==> config.mk <==
export PLATFORM = sky130hd
export DESIGN_NAME = adder_tree_acc_ctrl
export DESIGN_NICKNAME = d
export VERILOG_FILES = /design/src/rtl/adder_tree_acc_ctrl.sv
export SDC_FILE = /design/constraint.sdc
export NUM_CORES = 1
export LEC_CHECK = 0
export ABC_AREA = 1
export CORE_AREA = 2 2 229 231
export DETAILED_ROUTE_END_ITERATION = 10
export DIE_AREA = 0 0 231 233
export PLACE_DENSITY = 0.74
export SYNTH_ARGS = -nofsm -noshare
export SYNTH_HDL_FRONTEND = slang
export SYNTH_HIERARCHICAL = 1
export SYNTH_SLANG_ARGS = --single-unit
export TNS_END_PERCENT = 50
==> constraint.sdc <==
create_clock -name clk -period 6.82 [get_ports clk]
set_input_delay 1.023 -clock clk [delete_from_list [all_inputs] [get_ports clk]]
set_output_delay 1.023 -clock clk [all_outputs]
set_load 0.03 [all_outputs]
==> src/rtl/adder_tree_acc_ctrl.sv <==
// adder_tree_acc_ctrl: sums 16-lane vectors through adder_tree_16 and
// accumulates cfg_groups vectors plus a bias into one saturated result.
//
// Ports:
//   clk, rst              clock, async active-high reset
//   cfg_groups, cfg_bias  vectors per result (0 means 1) and signed bias,
//                         both sampled on the first beat of a group
//   in_valid/in_ready     input handshake, in_data = 16 signed lanes
//   out_valid/out_ready   result handshake, out_data signed, out_sat clipped
//   busy                  group in progress or result pending
//
// Optional feature: ADDER_ACC_RELU_EN clamps negative results to zero
// after saturation. out_sat still reports the pre-ReLU clip.

module adder_tree_16 #(
    parameter int WIDTH = 32
) (
    input  logic [16*WIDTH-1:0] in_data,
    output logic [WIDTH-1:0]    sum
);

    logic [WIDTH-1:0] l0 [16];
    logic [WIDTH-1:0] l1 [8];
    logic [WIDTH-1:0] l2 [4];
    logic [WIDTH-1:0] l3 [2];

    // Each level wraps modulo 2**WIDTH, like a plain WIDTH-bit tree.
    always_comb begin
        for (int i = 0; i < 16; i++) l0[i] = in_data[i*WIDTH +: WIDTH];
        for (int i = 0; i < 8; i++)  l1[i] = l0[2*i] + l0[2*i+1];
        for (int i = 0; i < 4; i++)  l2[i] = l1[2*i] + l1[2*i+1];
        for (int i = 0; i < 2; i++)  l3[i] = l2[2*i] + l2[2*i+1];
        sum = l3[0] + l3[1];
    end

endmodule

module adder_tree_acc_ctrl #(
    parameter int WIDTH = 32,
    parameter int GRP_W = 8,
    parameter int ACC_W = WIDTH + 8
) (
    input  logic                clk,
    input  logic                rst,
    input  logic [GRP_W-1:0]    cfg_groups,
    input  logic [WIDTH-1:0]    cfg_bias,
    input  logic                in_valid,
    output logic                in_ready,
    input  logic [16*WIDTH-1:0] in_data,
    output logic                out_valid,
    input  logic                out_ready,
    output logic [WIDTH-1:0]    out_data,
    output logic                out_sat,
    output logic                busy
);

    typedef enum logic [1:0] {
        IDLE = 2'd0,
        ACC  = 2'd1,
        OUT  = 2'd2
    } state_t;

    state_t           state;
    state_t           nxt;

    logic [GRP_W-1:0] cnt;
    logic [GRP_W-1:0] groups;
    logic [WIDTH-1:0] bias;
    logic [ACC_W-1:0] acc;

    logic [WIDTH-1:0] s1;
    logic             s1_vld;
    logic             s1_last;
    logic             s1_first;

    logic [WIDTH-1:0] tree_sum;
    logic             fire;
    logic [GRP_W-1:0] g_eff;
    logic [GRP_W:0]   cnt_inc;

    logic [ACC_W-1:0]   acc_base;
    logic [ACC_W-1:0]   acc_next;
    logic [ACC_W-WIDTH:0] acc_hi;
    logic               clip;
    logic [WIDTH-1:0]   sat_val;
    logic [WIDTH-1:0]   res_val;

    adder_tree_16 #(.WIDTH(WIDTH)) u_tree (
        .in_data (in_data),
        .sum     (tree_sum)
    );

    // The last beat's partial sum blocks new input until its result
    // has been handed off, so groups never overlap.
    assign in_ready = !out_valid && !(s1_vld && s1_last);
    assign fire     = in_valid && in_ready;
    assign busy     = (state != IDLE) || s1_vld;

    assign g_eff    = (cfg_groups == '0) ? GRP_W'(1) : cfg_groups;
    assign cnt_inc  = {1'b0, cnt} + {{GRP_W{1'b0}}, 1'b1};

    always_comb begin
        acc_base = s1_first
                 ? {{(ACC_W-WIDTH){bias[WIDTH-1]}}, bias}
                 : acc;
        acc_next = acc_base + {{(ACC_W-WIDTH){s1[WIDTH-1]}}, s1};
    end

    // In range iff the bits above the WIDTH-1 sign bit all match it.
    always_comb begin
        acc_hi  = acc_next[ACC_W-1:WIDTH-1];
        clip    = !((&acc_hi) || !(|acc_hi));
        sat_val = acc_next[WIDTH-1:0];
        if (clip) begin
            sat_val = acc_next[ACC_W-1]
                    ? {1'b1, {(WIDTH-1){1'b0}}}
                    : {1'b0, {(WIDTH-1){1'b1}}};
        end
`ifdef ADDER_ACC_RELU_EN
        res_val = sat_val[WIDTH-1] ? '0 : sat_val;
`else
        res_val = sat_val;
`endif
    end

    always_ff @(posedge clk or posedge rst) begin
        if (rst) state <= IDLE;
        else     state <= nxt;
    end

    always_comb begin
        nxt = state;
        unique case (state)
            IDLE:    if (fire) nxt = ACC;
            ACC:     if (s1_vld && s1_last) nxt = OUT;
            OUT:     if (out_valid && out_ready) nxt = IDLE;
            default: nxt = IDLE;
        endcase
    end

    always_ff @(posedge clk or posedge rst) begin
        if (rst) begin
            cnt       <= '0;
            groups    <= '0;
            bias      <= '0;
            acc       <= '0;
            s1        <= '0;
            s1_vld    <= 1'b0;
            s1_last   <= 1'b0;
            s1_first  <= 1'b0;
            out_valid <= 1'b0;
            out_data  <= '0;
            out_sat   <= 1'b0;
        end else begin
            s1_vld <= fire;
            if (fire) begin
                s1       <= tree_sum;
                s1_first <= (state == IDLE);
                if (state == IDLE) begin
                    groups  <= g_eff;
                    bias    <= cfg_bias;
                    cnt     <= GRP_W'(1);
                    s1_last <= (g_eff == GRP_W'(1));
                end else begin
                    cnt     <= cnt_inc[GRP_W-1:0];
                    s1_last <= (cnt_inc == {1'b0, groups});
                end
            end
            if (s1_vld) begin
                acc <= acc_next;
                if (s1_last) begin
                    out_data  <= res_val;
                    out_sat   <= clip;
                    out_valid <= 1'b1;
                    cnt       <= '0;
                end
            end
            if (out_valid && out_ready) out_valid <= 1'b0;
        end
    end

endmodule
==> results.yml, run 1 <==
yosys:
  synth_enable_flop_cells: 0
  ys_async_sr_fraction: 1.000
  synth_nets: 3914
  netlist.top_cell.by_area: "sky130_fd_sc_hd__fa_1"
  synth-seq-cells: 159
  synth-seq-area-share: 0.1730
  synthesized_area_per_cell_um2: 8.048
  post-synth-top-area-fraction: 0.3692
  most_used_flip_flop_cell_after_synthesis: "sky130_fd_sc_hd__dfrtp_1"
  synthesis.instances: 2857
  synth-warning-count: 6
  post_synth_instance_area_mm2: 0.02299
  synth_cell_types: 48
  synthTopCellsByArea: "sky130_fd_sc_hd__fa_1, sky130_fd_sc_hd__dfrtp_1, sky130_fd_sc_hd__inv_1, sky130_fd_sc_hd__nand2_1, sky130_fd_sc_hd__ha_1"
clock_network:
  root_buffer: "sky130_fd_sc_hd__clkbuf_16"
  path_clk_slew_ns: 0.07
  cts_buffer_depth: 2
  h_tree_depth: 4
  clock_sink_count: 159
  ctsResizeCount: 0
  cts_setup_buffers: 0
  numCtsBuffers: 17
  postCtsHoldBufs: 0
  clock_insertion_delay_worst_skew_ns: 0.44
  cts_tree: "done"
grt:
  pin_count_of_the_biggest_net_entering_global_routing: 76
  global_route.overflow_total: 0
  grt_pass1_vias: 21040
  grt_antenna_before_repair: 4
  grt_overall_usage: 0.2601
  grt_pass1_wl_um: 108000
floorplanning:
  design.portCount: 592
  dieHeight_um: 233
  row_count: 83
  floorplan.initialDensity: 0.4500
  core-area_mm2: 0.05109
  die_width_um: 231
  floorplan.die_area_mm2: 0.05382
detailed_routing:
  wl_per_cell_um: 16.22
  drtAntennaViolNets: 0
  dr.pass1.iters: 6
  remaining_drc_errors: 0
  detailedRoute.firstIterationViolations: 1050
  routed-via-count: 19260
  drt_wl_total_um: 67000
  post_drt_via_cell_ratio: 4.661
layout:
  final_net_count: 4494
  layout.cells.most_common: "sky130_fd_sc_hd__inv_1"
  area.growth.synth_to_final_pct: 31.59
  final_cell_mix: "sky130_fd_sc_hd__inv_1, sky130_fd_sc_hd__nand2_1, sky130_fd_sc_hd__clkdlybuf4s50_1, sky130_fd_sc_hd__fa_1, sky130_fd_sc_hd__dfrtp_1"
  layout.filler_cells: 4603
  drive_above_1_share: 0.03914
  finished_cell_area_mm2: 0.03026
place:
  gp_weighted_congestion: 0.9513
  hpwlAfterDp_um: 59180
  post_dp_cell_area_mm2: 0.02965
  io_buffer_count: 591
sta:
  clock_skew_ns: 0.01301
  hold-worst-slack_ns: 0.4746
  setup_viol: 0
  rsz0062_at_grt: "no"
  worst-slew-pin-transition_ns: 0.9458
  timing.final.crit_period_ns: 6.253
  timing.setup.tns_ns: 0
  maxSlewViolCount: 0
  timing.final.hold_violations: 0
  slew-limit-headroom: 0.3694
  achievable-frequency_mhz: 159.9
  portion_of_the_clock_cycle_consumed_by_the_worst_path_in_the_final_layout: 0.9168
worst_setup_path:
  crit_path_max_fanout: 4
  critPathArrivalTime_ns: 6.57
  critPathKind: "in2reg"
  crit_required_ns: 7.14
  setup.worst_path.end_class: "flip-flop"
  cp-start-kind: "input pin"
run:
  drv.max_cap_violation_count: 0
run_status:
  result_of_the_run: "finished clean"
worst_hold_path:
  worstHoldPathType: "reg2reg"
kinds of logic after synthesis:
| family | Yosys count | share of synthesized area |
|---|---|---|
| compound gates | 248 | 0.06416 |
| fa+ha+maj | 501 | 0.4111 |
| xor+xnor | 70 | 0.02748 |
| simple gates | 974 | 0.1745 |
| flops | 159 | 0.1730 |
| buf+inv | 905 | 0.1498 |
Yosys cell counts (10+ instances only):
cell                       number
sky130_fd_sc_hd__inv_1        861
sky130_fd_sc_hd__nand2_1      699
sky130_fd_sc_hd__fa_1         424
sky130_fd_sc_hd__dfrtp_1      159
sky130_fd_sc_hd__nor2_1       126
sky130_fd_sc_hd__o21ai_0      104
sky130_fd_sc_hd__ha_1          77
sky130_fd_sc_hd__nand3_1       67
sky130_fd_sc_hd__a21oi_1       66
sky130_fd_sc_hd__xor2_1        46
sky130_fd_sc_hd__a21oi_2       33
sky130_fd_sc_hd__clkbuf_1      30
sky130_fd_sc_hd__nand2_2       26
sky130_fd_sc_hd__xnor2_1       23
sky130_fd_sc_hd__a31oi_1       11
sky130_fd_sc_hd__nand3_2       11
sky130_fd_sc_hd__nor3_1        10
stage by stage:
stage,std cells,utilization,setup WS [ns]
floorplan,2857,-,1.055
global placement,4098,0.5803,0.1349
detailed placement,4098,0.5803,0.1543
CTS,4129,0.5921,0.5743
global route,4130,0.5921,0.1941
finish,4131,0.5922,0.5675
flip-flops by register name, indices dropped and copies added (netlist names):
register,count
acc,40
bias,32
s1_last,1
state,2
groups,8
s1_first,1
s1_vld,1
cnt,8
out_valid,1
out_data,32
s1,32
out_sat,1
metal layers:
metal	vias to the layer above	share of wire	track usage
li1	9370	-	-
met1	9210	0.40	0.3111
met2	570	0.51	0.4754
met3	102	0.057	0.04277
met4	4	0.034	0.08387
met5	-	0.00037	0
final timing paths:
kind	startpoint	end	slack, ns	cells past startpoint
max	in_data[101]	s1[28]	0.57	23
max in group asynchronous	rst	acc[23]	4.76	3
min reg2reg	bias[26]	bias[26]	0.47	2
min in group asynchronous	rst	cnt[7]	0.88	2
max reg2reg	s1_first	out_data[30]	2.71	14
min	bias[26]	bias[26]	0.47	2
critical path, stage by stage:
cell                              delay [ns]
sky130_fd_sc_hd__clkdlybuf4s50_1        0.47
sky130_fd_sc_hd__inv_1                  0.06
sky130_fd_sc_hd__fa_1                   0.58
sky130_fd_sc_hd__inv_1                  0.07
sky130_fd_sc_hd__fa_1                   0.52
sky130_fd_sc_hd__fa_1                   0.56
sky130_fd_sc_hd__fa_1                   0.55
sky130_fd_sc_hd__fa_1                   0.56
sky130_fd_sc_hd__inv_1                  0.06
sky130_fd_sc_hd__fa_1                   0.53
sky130_fd_sc_hd__inv_1                  0.04
sky130_fd_sc_hd__ha_1                   0.34
sky130_fd_sc_hd__a21oi_1                0.21
sky130_fd_sc_hd__o21ai_0                0.14
sky130_fd_sc_hd__nand2_1                0.08
sky130_fd_sc_hd__nand2_1                0.07
sky130_fd_sc_hd__a31oi_1                0.24
sky130_fd_sc_hd__or2_1                  0.16
sky130_fd_sc_hd__nand3_1                0.07
sky130_fd_sc_hd__nand2_1                0.08
sky130_fd_sc_hd__nand2_1                0.05
sky130_fd_sc_hd__nand2_1                0.06
sky130_fd_sc_hd__nand2_1                0.06
final cells by class:
class / instances / area, um^2 / share of cell area
multi-input combinational: 1793 / 15580 / 0.5149
timing repair buffer: 601 / 5991 / 0.1980
clock buffer: 19 / 452.9 / 0.01497
clock inverter: 12 / 147.6 / 0.004880
inverter: 865 / 3252 / 0.1075
tap: 680 / 850.8 / 0.02812
antenna: 2 / 5.005 / 0.0001654
sequential: 159 / 3979 / 0.1315
Power of run 1 is left out: the tool's default activity adds up to more than one toggle a clock period on the data nets, which glitch-free logic cannot reach.
==> inputs of run 2 (changes only) <==
Settings changed: CAP_MARGIN set to 10, SYNTH_HIERARCHICAL 1 to unset.
==> run 2 against run 1 <==
Against the previous run: critical endpoint is now s1[26]; sequential share of layout area shrank 0.070 points; utilization rose by 0.32 points; routed wire length increased by 0.67%; first-iteration DRC count down 1.3%; synthesized area is 0.15% higher; hold slack worse by 0.0047 ns; non-clock buffer count rose by 27; final cell count grew 0.73%.
==> results.yml, run 2 <==
detailed_routing:
  wl_per_cell_um: 16.21
  remaining_drc_errors: 0
  post_drt_via_cell_ratio: 4.654
  drtAntennaViolNets: 0
  detailedRoute.firstIterationViolations: 1036
  dr.pass1.iters: 6
  routed-via-count: 19360
  drt_wl_total_um: 67440
worst_setup_path:
  crit_required_ns: 7.20
  worst_r2r_path_depth: 16
  crit_path_max_fanout: 3
  cp-start-kind: "input pin"
  critPathArrivalTime_ns: 6.91
  setup.worst_path.end_class: "flip-flop"
  critPathKind: "in2reg"
grt:
  pin_count_of_the_biggest_net_entering_global_routing: 106
  grt_antenna_before_repair: 4
  grt_overall_usage: 0.2645
  grt_pass1_vias: 21080
  global_route.overflow_total: 0
  grt_pass1_wl_um: 109600
layout:
  area.growth.synth_to_final_pct: 32.09
  final_cell_mix: "sky130_fd_sc_hd__inv_1, sky130_fd_sc_hd__nand2_1, sky130_fd_sc_hd__clkdlybuf4s50_1, sky130_fd_sc_hd__fa_1, sky130_fd_sc_hd__dfrtp_1"
  layout.cells.most_common: "sky130_fd_sc_hd__inv_1"
  layout.filler_cells: 4654
  largest_reg_flops: 40
  final_net_count: 4523
  max_flop_register: "acc"
  final_util: 0.5954
  drive_above_1_share: 0.04342
sta:
  clock_skew_ns: 0.01418
  portion_of_the_clock_cycle_consumed_by_the_worst_path_in_the_final_layout: 0.9572
  rsz0062_at_grt: "no"
  setup_viol: 0
  worst-slew-pin-transition_ns: 1.026
  achievable-frequency_mhz: 153.2
  slew-limit-headroom: 0.3152
  timing.final.crit_period_ns: 6.528
  maxSlewViolCount: 0
  timing.final.hold_violations: 0
floorplanning:
  floorplan.die_area_mm2: 0.05382
  core-area_mm2: 0.05109
  row_count: 83
  design.portCount: 592
  die_width_um: 231
  dieHeight_um: 233
  floorplan.initialDensity: 0.4507
yosys:
  count_leader_synth: "sky130_fd_sc_hd__inv_1"
  combinational_family_with_the_most_area_after_synthesis: "adder cells"
  netlist.top_cell.by_area: "sky130_fd_sc_hd__fa_1"
  adder_cell_fraction_of_synth_area: 0.4104
  synthesis.instances: 2870
  synth_enable_flop_cells: 0
  synth_cell_types: 48
  synth-seq-area-share: 0.1728
  synthesized_area_per_cell_um2: 8.024
  most_used_flip_flop_cell_after_synthesis: "sky130_fd_sc_hd__dfrtp_1"
  synth_nets: 3927
  synth-warning-count: 0
  ys_async_sr_fraction: 1.000
  synth-compound-area-share: 0.05422
  synthTopCellsByArea: "sky130_fd_sc_hd__fa_1, sky130_fd_sc_hd__dfrtp_1, sky130_fd_sc_hd__inv_1, sky130_fd_sc_hd__nand2_1, sky130_fd_sc_hd__ha_1"
  yosys.area_share.xor_xnor: 0.02967
  post-synth-top-area-fraction: 0.3686
  synth-seq-cells: 159
  synth-simple-area-share: 0.1760
  post_synth_instance_area_mm2: 0.02303
  portion_of_netlist_area_occupied_by_mux_cells: 0
  synth.cells.most_frequent: "sky130_fd_sc_hd__inv_1, sky130_fd_sc_hd__nand2_1, sky130_fd_sc_hd__fa_1"
worst_hold_path:
  worstHoldPathType: "reg2reg"
  min_path_cells: 2
run_status:
  result_of_the_run: "finished clean"
clock_network:
  cts_setup_buffers: 0
  cts_tree: "done"
  ctsResizeCount: 0
  path_clk_slew_ns: 0.07
  clock_insertion_delay_worst_skew_ns: 0.45
  root_buffer: "sky130_fd_sc_hd__clkbuf_16"
  numCtsBuffers: 17
  h_tree_depth: 4
  cts_buffer_depth: 2
  clock_sink_count: 159
  postCtsHoldBufs: 0
place:
  gp_weighted_congestion: 0.9387
  io_buffer_count: 591
  hpwlAfterDp_um: 59830
run:
  drv.max_cap_violation_count: 0
run 2: cell types whose count changed after synthesis, sizes merged, moves of 12 or more:
cell,before,now
clkinv,0,15
o21ai,110,125
nand4,9,50
nand3,78,66
xnor2,23,40
a21oi,100,71
nor2,135,93
run 2: logic make-up (layout without fill, tap and decap cells):
kind of cell    count (synthesis)  count (layout)
compound gates                232             232
xor+xnor                       78              78
fa+ha+maj                     501             501
buf+inv                       941            1549
flops                         159             159
other cells                     0               3
simple gates                  959             959
run 2: worst paths after layout:
| path | from | to | slack (ns) |
|---|---|---|---|
| max | in_data[418] | s1[26] | 0.29 |
| min | bias[20] | bias[20] | 0.47 |
| max reg2reg | s1_first | out_data[28] | 1.92 |
| min reg2reg | bias[20] | bias[20] | 0.47 |
| max in group asynchronous | rst | acc[29] | 4.33 |
| min in group asynchronous | rst | bias[8] | 1.19 |
run 2: cell type report:
| class | instances | area [um^2] | area share |
|---|---|---|---|
| diodes | 3 | 7.507 | 0.0002468 |
| clock buffers | 20 | 456.7 | 0.01501 |
| clock inverters | 11 | 140.1 | 0.004607 |
| inverters | 890 | 3346 | 0.1100 |
| multi-input cells | 1770 | 15450 | 0.5078 |
| flip-flops and latches | 159 | 3979 | 0.1308 |
| well taps | 680 | 850.8 | 0.02797 |
| repair buffers | 628 | 6193 | 0.2036 |
run 2: routing by layer:
| layer | wire (um) | GRT usage | share of wire |
|---|---|---|---|
| met4 | 1585 | 0.06573 | 0.024 |
| met5 | 10 | 0 | 0.00015 |
| met3 | 4093 | 0.04118 | 0.061 |
| met2 | 35230 | 0.4884 | 0.52 |
| met1 | 26530 | 0.3213 | 0.39 |
run 2: worst max-delay path, stage by stage:
cell,delay (ns)
sky130_fd_sc_hd__clkdlybuf4s50_1,0.48
sky130_fd_sc_hd__fa_1,0.54
sky130_fd_sc_hd__inv_1,0.06
sky130_fd_sc_hd__fa_1,0.54
sky130_fd_sc_hd__inv_1,0.06
sky130_fd_sc_hd__fa_1,0.50
sky130_fd_sc_hd__inv_1,0.06
sky130_fd_sc_hd__fa_1,0.57
sky130_fd_sc_hd__fa_1,0.44
sky130_fd_sc_hd__fa_1,0.44
sky130_fd_sc_hd__inv_1,0.08
sky130_fd_sc_hd__ha_1,0.16
sky130_fd_sc_hd__inv_1,0.06
sky130_fd_sc_hd__fa_1,0.45
sky130_fd_sc_hd__o21ai_0,0.27
sky130_fd_sc_hd__buf_4,0.17
sky130_fd_sc_hd__buf_4,0.12
sky130_fd_sc_hd__nand4_1,0.12
sky130_fd_sc_hd__nand3_1,0.21
sky130_fd_sc_hd__nand3_1,0.09
sky130_fd_sc_hd__nand2_1,0.10
sky130_fd_sc_hd__a21oi_1,0.07
sky130_fd_sc_hd__inv_1,0.06
sky130_fd_sc_hd__or2_2,0.10
sky130_fd_sc_hd__nand3_1,0.05
sky130_fd_sc_hd__nand2_1,0.10
run 2: stage by stage:
step / area, um^2 / setup WS [ns] / std cells / hold slack (ns) / TNS, ns
after CTS: 30410 / 0.2832 / 4158 / 0.4767 / 0
after global placement: 29810 / -0.07693 / 4127 / 0.4562 / -0.1442
after detailed placement: 29810 / -0.1574 / 4127 / 0.4592 / -0.5299
after global routing: 30420 / 0.0004081 / 4160 / 0.5001 / 0
after floorplan: 23030 / 0.6964 / 2870 / 0.4417 / 0
final: 30420 / 0.2919 / 4161 / 0.4699 / 0
Power of run 2 is left out for the same reason.
